==> config.mk <==
export PLATFORM = sky130hd
export DESIGN_NAME = bitstream_eval_scheduler
export DESIGN_NICKNAME = d
export VERILOG_FILES = /design/src/rtl/bitstream_eval_scheduler.sv
export SDC_FILE = /design/constraint.sdc
export NUM_CORES = 1
export LEC_CHECK = 0
export ABC_AREA = 1
export BUFFER_PORTS_ARGS = -buffer_cell sky130_fd_sc_hd__buf_2
export CAP_MARGIN = 15
export CELL_PAD_IN_SITES_DETAIL_PLACEMENT = 1
export CELL_PAD_IN_SITES_GLOBAL_PLACEMENT = 2
export CORE_MARGIN = 2
export CORE_UTILIZATION = 35
export DETAILED_ROUTE_END_ITERATION = 7
export HOLD_SLACK_MARGIN = 0.06
export MAX_ROUTING_LAYER = met4
export PLACE_DENSITY_LB_ADDON = 0.1
export SYNTH_ARGS = -nofsm -noshare
export SYNTH_HDL_FRONTEND = slang
export SYNTH_SLANG_ARGS = --single-unit
==> constraint.sdc <==
create_clock -name clk -period 2.78 [get_ports clk]
set_clock_uncertainty 0.05 [all_clocks]
set_input_delay 0.556 -clock clk [delete_from_list [all_inputs] [get_ports clk]]
set_output_delay 0.556 -clock clk [all_outputs]
set_load 0.02 [all_outputs]
==> src/rtl/bitstream_eval_scheduler.sv <==
// Sequences one stochastic evaluation of the bitstream network: LFSR/comparator
// bit generation for STREAM_LEN cycles, pipeline drain, and a ones count returned via start/done.
module bitstream_eval_scheduler #(
    parameter int          N_INPUTS    = 2,
    parameter int          DATA_W      = 8,
    parameter int          STREAM_LEN  = 256,
    parameter int          NET_LATENCY = 2,
    parameter logic [15:0] LFSR_SEED   = 16'hACE1,
    localparam int         CNT_W       = $clog2(STREAM_LEN + 1)
) (
    input  logic                         clk,
    input  logic                         rst,
    input  logic                         start,
    input  logic                         abort,
    input  logic [N_INPUTS*DATA_W-1:0]   data_in,
    output logic                         busy,
    output logic                         net_clr,
    output logic                         net_en,
    output logic [N_INPUTS-1:0]          net_bits_out,
    input  logic                         net_bit_in,
    output logic [CNT_W-1:0]             result,
    output logic                         result_valid,
    output logic                         done
);

    localparam int DLY_W = (NET_LATENCY == 0) ? 1 : NET_LATENCY;
    localparam logic [15:0] RUN_LAST = 16'(STREAM_LEN - 1);
    localparam logic [3:0]  DRAIN_LAST = 4'(NET_LATENCY - 1);

    typedef enum logic [2:0] {IDLE, LOAD, RUN, DRAIN, DONE} state_t;

    state_t                       state;
    state_t                       next_state;
    logic [N_INPUTS*DATA_W-1:0]   values_q;
    logic [15:0]                  lfsr;
    logic [15:0]                  lfsr_next;
    logic [15:0]                  cmp_src;
    logic [31:0]                  rot_dbl;
    logic [N_INPUTS-1:0]          cmp_bits;
    logic [15:0]                  run_cnt;
    logic [3:0]                   drain_cnt;
    logic [DLY_W-1:0]             dly_q;
    logic                         sample_flag;
    logic [CNT_W-1:0]             ones_cnt;
    logic [CNT_W-1:0]             cnt_next;

    assign busy    = (state != IDLE);
    assign net_clr = (state == LOAD);
    assign net_en  = (state == RUN);
    assign done    = (state == DONE);

    assign lfsr_next = {lfsr[14:0], lfsr[15] ^ lfsr[13] ^ lfsr[12] ^ lfsr[10]};

    always_comb begin
        next_state = state;
        case (state)
            IDLE:    if (start) next_state = LOAD;
            LOAD:    next_state = RUN;
            RUN:     if (run_cnt == RUN_LAST) next_state = (NET_LATENCY == 0) ? DONE : DRAIN;
            DRAIN:   if (drain_cnt == DRAIN_LAST) next_state = DONE;
            DONE:    next_state = IDLE;
            default: next_state = IDLE;
        endcase
        if (abort && state != IDLE) next_state = IDLE;
    end

    // Bits registered for RUN cycle j come from the j-th LFSR state after the seed.
    always_comb begin
        cmp_src  = (state == RUN) ? lfsr_next : lfsr;
        cmp_bits = '0;
        rot_dbl  = '0;
        for (int i = 0; i < N_INPUTS; i++) begin
            rot_dbl     = {cmp_src, cmp_src} << ((4 * i) % 16);
            cmp_bits[i] = values_q[i*DATA_W +: DATA_W] > rot_dbl[16 +: DATA_W];
        end
    end

    always_comb begin
        sample_flag = (NET_LATENCY == 0) ? net_en : dly_q[DLY_W-1];
        cnt_next    = ones_cnt + CNT_W'(sample_flag & net_bit_in);
    end

    always_ff @(posedge clk or posedge rst) begin
        if (rst) begin
            state        <= IDLE;
            values_q     <= '0;
            lfsr         <= LFSR_SEED;
            run_cnt      <= '0;
            drain_cnt    <= '0;
            dly_q        <= '0;
            ones_cnt     <= '0;
            net_bits_out <= '0;
            result       <= '0;
            result_valid <= 1'b0;
        end else begin
            state        <= next_state;
            // Flushing the window in IDLE keeps an aborted run from leaking samples.
            dly_q        <= (state == IDLE) ? '0 : ((dly_q << 1) | DLY_W'(net_en));
            ones_cnt     <= cnt_next;
            net_bits_out <= (next_state == RUN) ? cmp_bits : '0;
            case (state)
                IDLE: begin
                    if (start) begin
                        values_q     <= data_in;
                        lfsr         <= LFSR_SEED;
                        ones_cnt     <= '0;
                        result       <= '0;
                        result_valid <= 1'b0;
                    end
                end
                LOAD: begin
                    run_cnt   <= '0;
                    drain_cnt <= '0;
                end
                RUN: begin
                    lfsr    <= lfsr_next;
                    run_cnt <= run_cnt + 16'd1;
                end
                DRAIN:   drain_cnt <= drain_cnt + 4'd1;
                default: ;
            endcase
            if (next_state == DONE) begin
                result       <= cnt_next;
                result_valid <= 1'b1;
            end
            if (abort && state != IDLE) result_valid <= 1'b0;
        end
    end

endmodule

==> results.md, run 1 <==
- Area occupied by multi-input gates: approximately 0.0017 mm2
- Ys Warns: 0
- WL/cell: around 14 um
- Pre-antenna DRT Iters: 4
- Most frequent cells in the layout: 154 x nand2_1, 70 x dfrtp_1, 55 x inv_1
- Total leakage power: between 2 and 3 nW
- Top-area cell type share of the netlist area: around 44%
- Clock Path Buffers: 2
- Clock slew at reported path FFs: around 0.06 ns
- GRT overflow: 0
- Sum of negative setup slack: 0 ns
- Remaining DRCs: 0
- Crit-path max FO: 25
- Commonest non-fill, non-tap cell in the layout: nand2_1
- Storage cell area: between 0.0015 and 0.002 mm2
- Area post-placement: approximately 0.0043 mm2
- Post-synth EDFFs: 0
- Synth unique cells: 34
- DRT iter0 DRCs: 97
- Final setup vio count: 0
- Setup crit start: state[1]$_DFF_PP0_
- Critical Path AT: around 1.6 ns
- Mean post-synth cell area: 8.13 um2
- Final hold violation count: 0
- Nature of the critical path endpoint: output pin
- Total length of routed wires: slightly below 10000 um
- H-tree depth: 3
- Initial Util: about 36%
- RSZ-0062 raised after global routing: no
- Syn_nets: between 500 and 600
- Root Buffer: clkbuf_16
- Fin. max-slew vios: 0
- GP Congestion: around 0.79
- Vias per inst: 4.78
- Later-pin clock latency in the skew report: about 0.34 ns
- Tightest Pin Transition: 0.538 ns
- Number of global-route vias before repair: 3400
- Hold Crit Class: input port to asynchronous set/reset pin
- Fraction of layout cells with a size suffix above 1: between 10 and 15%
- Syn Inst Count: 487
- Die width: about 110 um
- Total Routing Usage GR: 18.2%
- Postcts setup bufs: 0
- Largest net degree at the start of global routing: 36
- Initial antenna violation count: 0
- PortBufs: 36
- Total CTS buffers: 9
- Row Count: 38
- Clock Sinks: 78
- Max Cap Violations: 0
- Sequential fraction of the synthesis area: 49.5%
- CP required: about 2.2 ns
- Final worst slack: approximately 0.56 ns
- Synth area leaders: dfrtp_1 44%, nand2_1 15%, ha_1 6.6%
- Asr flop ratio synth: between 90% and 100%
- Mapped Area: slightly below 0.004 mm2
- Die area: approximately 0.012 mm2
- Core ar.: about 0.011 mm2
- Layout Nets: between 500 and 600
- Fill count: around 1300
- Die Y: 110 um
- Top Ports: 37
- Peak supply drop: slightly below 400 uV
- Clock tree from TritonCTS: built
- Min Clock Period, post-route: approximately 2.2 ns
- DRT antenna net count: 0
- #FFs+latches synth: 78
- Area leader, netlist: dfrtp_1
- Power per cell area: roughly 1000 mW/mm2
- Max Fclk: roughly 0.45 GHz
- Worst Path Class, Setup: register to output pin
- Outcome: complete, no violations
- First-pass GRT wire length: ~16000 um
- Antenna diodes: 0
- Area grow syn2layout: 16.9%
- Cts hold-fix bufs: 0
- Crit start category: register
- Final HPWL DP: around 7300 um
- Worst flop-to-flop path startpoint: state[1]$_DFF_PP0_
- Overall Power: about 4.6 mW
- CTS resizes: 0
- Hold_ws: ~0.19 ns
- Vias: 3237
- Final period utilization: between 70% and 80%
- Slew headroom: approximately 64%
- Final instance area: around 0.0046 mm2
- Main flop type after synthesis: dfrtp_1
- Pre-CTS setup slack: between 0.5 and 0.6 ns
## critical path, cell delays in order, from the launching register on
cell and delay (ns):
dfrtp_1 0.41, inv_1 0.09, nor2_1 0.04, nand2_1 0.06, buf_4 0.30, inv_2 0.16, buf_2 0.20
## final timing paths
path | endpoint | slack [ns] | cells after the start
worst min-delay path | drain_cnt[0]$_DFFE_PP0P_ | 0.19 | 2
min in group clk | values_q[9]$_DFFE_PP0P_ | 0.35 | 3
max in group asynchronous | lfsr[11]$_DFFE_PP1P_ | 1.79 | 3
worst min register to register | lfsr[6]$_DFFE_PP1P_ | 0.43 | 2
worst max-delay path | net_en | 0.56 | 6
worst max register to register | net_bits_out[1]$_DFF_PP0_ | 0.57 | 13
## per-stage QoR
step	util [%]	std cells
6_report	42.3	677
5_1_grt	42.3	677
4_1_cts	42.3	677
3_5_place_dp	39.6	661
3_3_place_gp	39.6	661
2_1_floorplan	-	487
## power breakdown
group,internal [mW],switching (mW),total [mW]
sequential,1.46,0.210,1.67
clock,0.744,0.469,1.21
combinational,0.636,1.12,1.76
## registers in the layout, indices dropped and copies added, names as in the netlist
name / cells
net_bits_out: 2
result_valid: 1
values_q: 16
drain_cnt: 4
state: 3
run_cnt: 16
ones_cnt: 9
lfsr: 16
dly_q: 2
result: 9
## cells in the mapped netlist (3+ instances only)
master and n:
a21oi_1 8, buf_4 4, dfrtp_1 70, dfstp_2 8, ha_1 21, inv_1 56
inv_2 8, mux2i_1 5, nand2_1 154, nand3_1 26, nand4_1 6, nor2_1 51
nor3_1 3, o21ai_0 8, o21ai_1 23, o21bai_1 7, o22ai_1 3, xnor2_1 3
xor2_1 4
## layer usage
metal	global-route usage, %	up-vias	part of all wire [%]
met1	21.2	1569	46
met4	7.23	0	2.1
met2	31.1	30	50
met5	-	-	0
met3	3.35	13	2.0
li1	-	1625	-
## area by class of cell
cell class / instances / share of cell area (%)
inverter: 64 / 5.22
clock buffer: 13 / 5.62
clock inverter: 3 / 0.919
tap: 140 / 3.78
sequential: 78 / 42.4
timing repair buffer: 42 / 5.14
multi-input combinational: 337 / 36.9
## cells by family (layout without fill, tap and decap cells)
group                    count (synthesis)  count (layout)  synth area share [%]
buffers and inverters                   72             122                  7.27
XOR/XNOR                                 7               7                  1.55
AO/OA/AOI/OAI                           57              57                  8.25
multiplexers                             5               5                  1.26
flip-flops                              78              78                  49.5
adder cells (fa/ha/maj)                 21              21                  6.64
AND/OR/NAND/NOR                        247             247                  25.5
(Power assumes the default switching activity.)
==> inputs of run 2 (changes only) <==
CORE_UTILIZATION = 32   (was 35)
clock period = 1.8 ns   (was 2.78 ns; I/O delays follow)
==> run 2 against run 1 <==
Compared with the run above: the flow now finishes with violations (setup timing); power up 78%; sequential share of layout area fell by 4.0 points; hold slack worse by 0.021 ns; critical endpoint is now net_bits_out[1]$_DFF_PP0_.
==> results.md, run 2 (synthesis gave the netlist of run 1 again) <==
- Later-pin clock latency in the skew report: 0.34 ns (about the same)
- Final period utilization: 112%
- Die width: 115 um (was 110 um)
- Total CTS buffers: 9 (unchanged)
- Largest registers: lfsr x16, run_cnt x16, values_q x16 (unchanged)
- Clock Path Buffers: 2 (unchanged)
- Total length of routed wires: 10200 um (was 9660 um)
- Hold Crit Class: input port to register (was input port to asynchronous set/reset pin)
- Slew headroom: 68.5% (was 64.1%)
- First-pass GRT wire length: 17300 um (was 16200 um)
- Fill count: 1449 (was 1341)
- Outcome: finished with violations (was complete, no violations)
- Power per cell area: 1620 mW/mm2 (was 1000 mW/mm2)
- Failing checks: setup timing
- Pre-CTS setup slack: -0.202 ns (was 0.566 ns)
- Fraction of layout cells with a size suffix above 1: 22.3% (was 14.7%)
- Most frequent cells in the layout: 153 x nand2_1, 70 x dfrtp_1, 52 x inv_1 (was 154 x nand2_1, 70 x dfrtp_1, 55 x inv_1)
- GRT overflow: 0 (unchanged)
- Clock Sinks: 78 (unchanged)
- Final worst slack: -0.207 ns (was 0.563 ns)
- Largest net degree at the start of global routing: 43 (was 36)
- Tightest Pin Transition: 0.472 ns (was 0.538 ns)
- Number of global-route vias before repair: 3588 (was 3400)
- Remaining DRCs: 0 (unchanged)
- Commonest non-fill, non-tap cell in the layout: nand2_1 (unchanged)
- Die area: 0.0133 mm2 (was 0.0122 mm2)
- Placed cells: 711 (was 661)
- Final HPWL DP: 7290 um (was 7310 um)
- Die Y: 115 um (was 110 um)
- Max Cap Violations: 0 (unchanged)
- Area grow syn2layout: 29.1% (was 16.9%)
- Met2 WL: 5180 um (was 4840 um)
- Root Buffer: clkbuf_16 (unchanged)
- Peak supply drop: 573 uV (was 394 uV)
- Final instance area: 0.00511 mm2 (was 0.00463 mm2)
- Clock tree from TritonCTS: built (unchanged)
- Vias per inst: 4.63 (was 4.78)
- Core ar.: 0.0121 mm2 (was 0.0109 mm2)
- Top Ports: 37 (unchanged)
- Crit start category: register (unchanged)
- Total leakage power: 2.68 nW (was 2.50 nW)
- Pre-antenna DRT Iters: 4 (unchanged)
- Non-Filler Instances: 732 (was 677)
- WL/cell: 14.0 um (was 14.3 um)
- CP required: 1.98 ns (was 2.17 ns)
- Final setup vio count: 3 (was 0)
- Vias: 3387 (was 3237)
- Clock slew at reported path FFs: 0.06 ns (about the same)
- Area post-placement: 0.00456 mm2 (was 0.00433 mm2)
- Antenna diodes: 0 (unchanged)
- H-tree depth: 3 (unchanged)
- Final hold violation count: 0 (unchanged)
- Highest Signal Layer: met4 (unchanged)
- Fin. max-slew vios: 0 (unchanged)
- DRT antenna net count: 0 (unchanged)
- Max Fclk: 0.498 GHz
- Min Clock Period, post-route: approximately 2 ns
- Initial Util: 32.8% (was 36.2%)
- Hold_ws: 0.164 ns (was 0.185 ns)
- DRT iter0 DRCs: 109 (was 97)
- PortBufs: 36 (unchanged)
- Met3 WL: 166 um (was 194 um)
- Sum of negative setup slack: -0.410 ns (was 0 ns)
- Layout Nets: 601 (was 574)
- GP Congestion: 0.776 (was 0.794)
- DRT met1 WL: 4710 um (was 4430 um)
- Row Count: 40 (was 38)
- Crit-path max FO: 5 (was 25)
- Worst Path Class, Setup: register to register (was register to output pin)
- Initial antenna violation count: 0 (unchanged)
- Total Routing Usage GR: 17.2% (was 18.2%)
- Critical Path AT: 2.19 ns (was 1.61 ns)
- RSZ-0062 raised after global routing: yes (was no)
- Nature of the critical path endpoint: register (was output pin)
==> run 2: routing by layer <==
metal / GRT usage [%] / up-vias
met1: 21.2 / 1658
met4: 6.75 / 0
li1: - / 1688
met5: - / -
met2: 28.6 / 28
met3: 2.53 / 13
==> run 2: report_power, final <==
group	total, mW	switching, mW	internal, mW
Sequential	2.60	0.334	2.26
Combinational	3.70	2.04	1.66
Clock	1.99	0.742	1.25
==> run 2: critical path, cell delays in order (launching register included) <==
cell       delay, ns
dfrtp_1         0.43
nor2_4          0.14
nand2_4         0.09
clkbuf_16       0.17
nor2_1          0.14
o21bai_1        0.15
ha_1            0.27
nand2_1         0.08
inv_1           0.06
nand2_1         0.06
nand2_1         0.05
nand2_1         0.05
nand2_1         0.05
nand2_1         0.06
nor2_1          0.04
==> run 2: cell type report <==
cell class | instances | area (um2) | share of cell area [%]
well taps | 168 | 210 | 4.11
clock inverters | 6 | 85.1 | 1.66
clock buffers | 10 | 239 | 4.67
flip-flops and latches | 78 | 1960 | 38.4
inverters | 64 | 256 | 5.02
repair buffers | 69 | 546 | 10.7
multi-input cells | 337 | 1820 | 35.5
==> run 2: worst paths after layout <==
| path | startpoint | endpoint | slack [ns] | cells past startpoint |
|---|---|---|---|---|
| max | state[2]$_DFF_PP0_ | net_bits_out[1]$_DFF_PP0_ | -0.21 | 14 |
| min | data_in[11] | values_q[11]$_DFFE_PP0P_ | 0.16 | 3 |
| max reg2reg | state[2]$_DFF_PP0_ | net_bits_out[1]$_DFF_PP0_ | -0.21 | 14 |
| min reg2reg | result[4]$_DFFE_PP0P_ | result[4]$_DFFE_PP0P_ | 0.44 | 2 |
| max in group asynchronous | rst | lfsr[0]$_DFFE_PP1P_ | 0.52 | 4 |
| min in group asynchronous | rst | drain_cnt[0]$_DFFE_PP0P_ | 0.55 | 3 |
==> run 2: what timing repair did <==
action / in CTS / in global routing
hold endpoints to repair: 16 / 0
resized for setup: 20 / 19
hold buffers: 1 / 0
pin swaps: 1 / 7
cloned: 0 / 2
setup endpoints to repair: 5 / 8
buffers inserted: 2 / 2
==> run 2: through the flow <==
stage          total power [mW]  utilization, %
6_report                   8.29            42.4
5_1_grt                    9.02            42.4
4_1_cts                    8.16            41.4
3_5_place_dp               5.84            37.8
3_3_place_gp               5.73            37.8
2_1_floorplan              4.64               -
==> inputs of run 3 (changes only) <==
CORE_ASPECT_RATIO = 0.7   (was unset)
==> run 3 against run 2 <==
Compared with the run above: the flow still finishes with violations (setup timing); combinational power is 14% higher; utilization rose by 1.9 points; clock power is essentially flat; largest cell class unchanged; fmax rose by 0.55%; critical path depth is the same; global-route usage up 0.58 points; first-iteration DRC count fell by 9.2%; sequential share of layout area fell by 1.1 points; critical path type unchanged.
==> results.md, run 3 (synthesis gave the netlist of run 1 again) <==
- Outcome: finished with violations (unchanged)
- Failing checks: setup timing (unchanged)
- Initial antenna violation count: 0 (unchanged)
- Remaining DRCs: 0 (unchanged)
- RSZ-0062 raised after global routing: yes (unchanged)
- Total leakage power: 2.75 nW (was 2.68 nW)
- Top Ports: 37 (unchanged)
- Hold path depth: 3 (unchanged)
- WL/cell: 14.8 um (was 14.0 um)
- R2R setup slack: -0.20 ns (was -0.21 ns)
- DRT iter0 DRCs: 99 (was 109)
- Final worst slack: -0.196 ns (was -0.207 ns)
- Most frequent cells in the layout: 149 x nand2_1, 70 x dfrtp_1, 50 x inv_1 (was 153 x nand2_1, 70 x dfrtp_1, 52 x inv_1)
- Total length of routed wires: 10900 um (was 10200 um)
- Total CTS buffers: 9 (unchanged)
- Nature of the critical path endpoint: register (unchanged)
- Crit-path max FO: 2 (was 5)
- Final instance area: 0.00527 mm2 (was 0.00511 mm2)
- Vias: 3451 (was 3387)
- Pre-antenna DRT Iters: 4 (unchanged)
- PortBufs: 36 (unchanged)
- GRT overflow: 0 (unchanged)
- GP Congestion: 0.799 (was 0.776)
- Slew headroom: 74.3% (was 68.5%)
- Max Cap Violations: 0 (unchanged)
- Storage cell area: 0.00196 mm2 (unchanged)
- H-tree depth: 3 (unchanged)
- Critical Path AT: 2.21 ns (was 2.19 ns)
- Die Y: 97.1 um (was 115 um)
- Max Fclk: 0.501 GHz (was 0.498 GHz)
- Number of global-route vias before repair: 3510 (was 3588)
- Placed cells: 702 (was 711)
- Initial Util: 33.3% (was 32.8%)
- Largest net degree at the start of global routing: 31 (was 43)
- Worst Path Class, Setup: register to register (unchanged)
- Min Clock Period, post-route: 2.00 ns (was 2.01 ns)
- CP required: 2.02 ns (was 1.98 ns)
- Power per cell area: 1680 mW/mm2 (was 1620 mW/mm2)
- Final HPWL DP: 7670 um (was 7290 um)
- Worst R2R Path Depth: 14 (unchanged)
- Area occupied by multi-input gates: 0.00187 mm2 (was 0.00182 mm2)
- Tightest Pin Transition: 0.385 ns (was 0.472 ns)
- Final hold violation count: 0 (unchanged)
- Fraction of layout cells with a size suffix above 1: 26.1% (was 22.3%)
- Clock tree from TritonCTS: built (unchanged)
- Total Routing Usage GR: 17.8% (was 17.2%)
- Hold Crit Class: input port to register (unchanged)
- Sum of negative setup slack: -0.620 ns (was -0.410 ns)
- Layout Nets: 619 (was 601)
- Hold_sp: data_in[5] (was data_in[11])
- Worst r2r dst: net_bits_out[0]$_DFF_PP0_ (was net_bits_out[1]$_DFF_PP0_)
- Largest registers: lfsr x16, run_cnt x16, values_q x16 (unchanged)
- Commonest non-fill, non-tap cell in the layout: nand2_1 (unchanged)
- Worst flop-to-flop path startpoint: lfsr[10]$_DFFE_PP1P_ (was state[2]$_DFF_PP0_)
- Final setup vio count: 4 (was 3)
- Clock Sinks: 78 (unchanged)
- Clock slew at reported path FFs: 0.06 ns (about the same)
- Pre-CTS setup slack: -0.229 ns (was -0.202 ns)
- Area grow syn2layout: 33.0% (was 29.1%)
- Fin. max-slew vios: 0 (unchanged)
- Final period utilization: 111% (was 112%)
- Later-pin clock latency in the skew report: 0.34 ns (about the same)
- Core ar.: 0.0119 mm2 (was 0.0121 mm2)
- Die area: 0.0133 mm2 (about the same)
- Non-Filler Instances: 739 (was 732)
- Clock Path Buffers: 2 (unchanged)
- Fin util: 44.3% (was 42.4%)
- WHS Endpoint: values_q[5]$_DFFE_PP0P_ (was values_q[11]$_DFFE_PP0P_)
- Peak supply drop: 678 uV (was 573 uV)
- Vias per inst: 4.67 (was 4.63)
- First-pass GRT wire length: 17900 um (was 17300 um)
- DRT antenna net count: 0 (unchanged)
- Die width: 137 um (was 115 um)
- Antenna diodes: 0 (unchanged)
- Row Count: 33 (was 40)
- Fill count: 1434 (was 1449)
- Crit start category: register (unchanged)
- Root Buffer: clkbuf_16 (unchanged)
- Area post-placement: 0.00455 mm2 (was 0.00456 mm2)
-- run 3: changes by cell type in the layout (fill, tap and decap cells not counted), moves of 3 or more --
cell     previous run  this run
nor2_1             47        44
nand2_1           153       149
buf_4              24        43
ha_4                0         3
nand2_2             1         5
-- run 3: stage by stage --
| step | total power, mW | hold slack [ns] |
|---|---|---|
| finish | 8.82 | 0.165 |
| global route | 9.51 | 0.151 |
| CTS | 8.49 | 0.154 |
| detailed placement | 5.86 | 0.330 |
| global placement | 5.73 | 0.325 |
| floorplan | 4.64 | 0.389 |
-- run 3: routing by layer --
metal	share of wire (%)	track usage [%]	up-vias
met2	42	24.7	41
met5	0	-	-
li1	-	-	1733
met3	2.8	3.91	13
met4	1.5	5.00	0
met1	54	26.0	1664
-- run 3: where the power goes --
group / internal, mW / total [mW] / switching, mW
Clock: 1.26 / 2.00 / 0.744
Combinational: 1.93 / 4.20 / 2.27
Sequential: 2.26 / 2.63 / 0.363
-- run 3: worst max-delay path by stage --
| stage | startpoint | cells after the start | to |
|---|---|---|---|
| floorplan | state[1]$_DFF_PP0_ | 13 | net_bits_out[1]$_DFF_PP0_ |
| global placement | state[1]$_DFF_PP0_ | 14 | net_bits_out[0]$_DFF_PP0_ |
| detailed placement | state[1]$_DFF_PP0_ | 14 | net_bits_out[0]$_DFF_PP0_ |
| CTS | state[1]$_DFF_PP0_ | 13 | net_bits_out[1]$_DFF_PP0_ |
| global route | lfsr[10]$_DFFE_PP1P_ | 14 | net_bits_out[0]$_DFF_PP0_ |
| finish | lfsr[10]$_DFFE_PP1P_ | 14 | net_bits_out[0]$_DFF_PP0_ |
-- run 3: worst max-delay path: stages, from the launching register on --
cell	delay, ns
dfstp_2	0.56
xor2_2	0.20
nor2_2	0.10
nor2_4	0.12
nand2_2	0.08
o21ai_2	0.08
inv_1	0.07
ha_1	0.18
o21bai_1	0.12
nand2_1	0.07
nand2_1	0.06
nand2_1	0.05
nand2_1	0.05
nand2_1	0.05
nor2_1	0.10
-- run 3: final cells by class --
| class | instances | share of cell area [%] |
|---|---|---|
| clock buffer | 11 | 4.61 |
| inverter | 64 | 4.73 |
| multi-input combinational | 337 | 35.6 |
| clock inverter | 5 | 1.54 |
| sequential | 78 | 37.2 |
| tap | 157 | 3.73 |
| timing repair buffer | 87 | 12.6 |
-- run 3: repair_timing --
action | 4_1_cts | 5_1_grt
pin swaps | 5 | 10
cloned | 1 | 0
endpoints found under the hold margin | 13 | 0
resized for setup | 25 | 28
setup buffers | 10 | 11
setup endpoints to repair | 4 | 12
hold buffers | 1 | 0
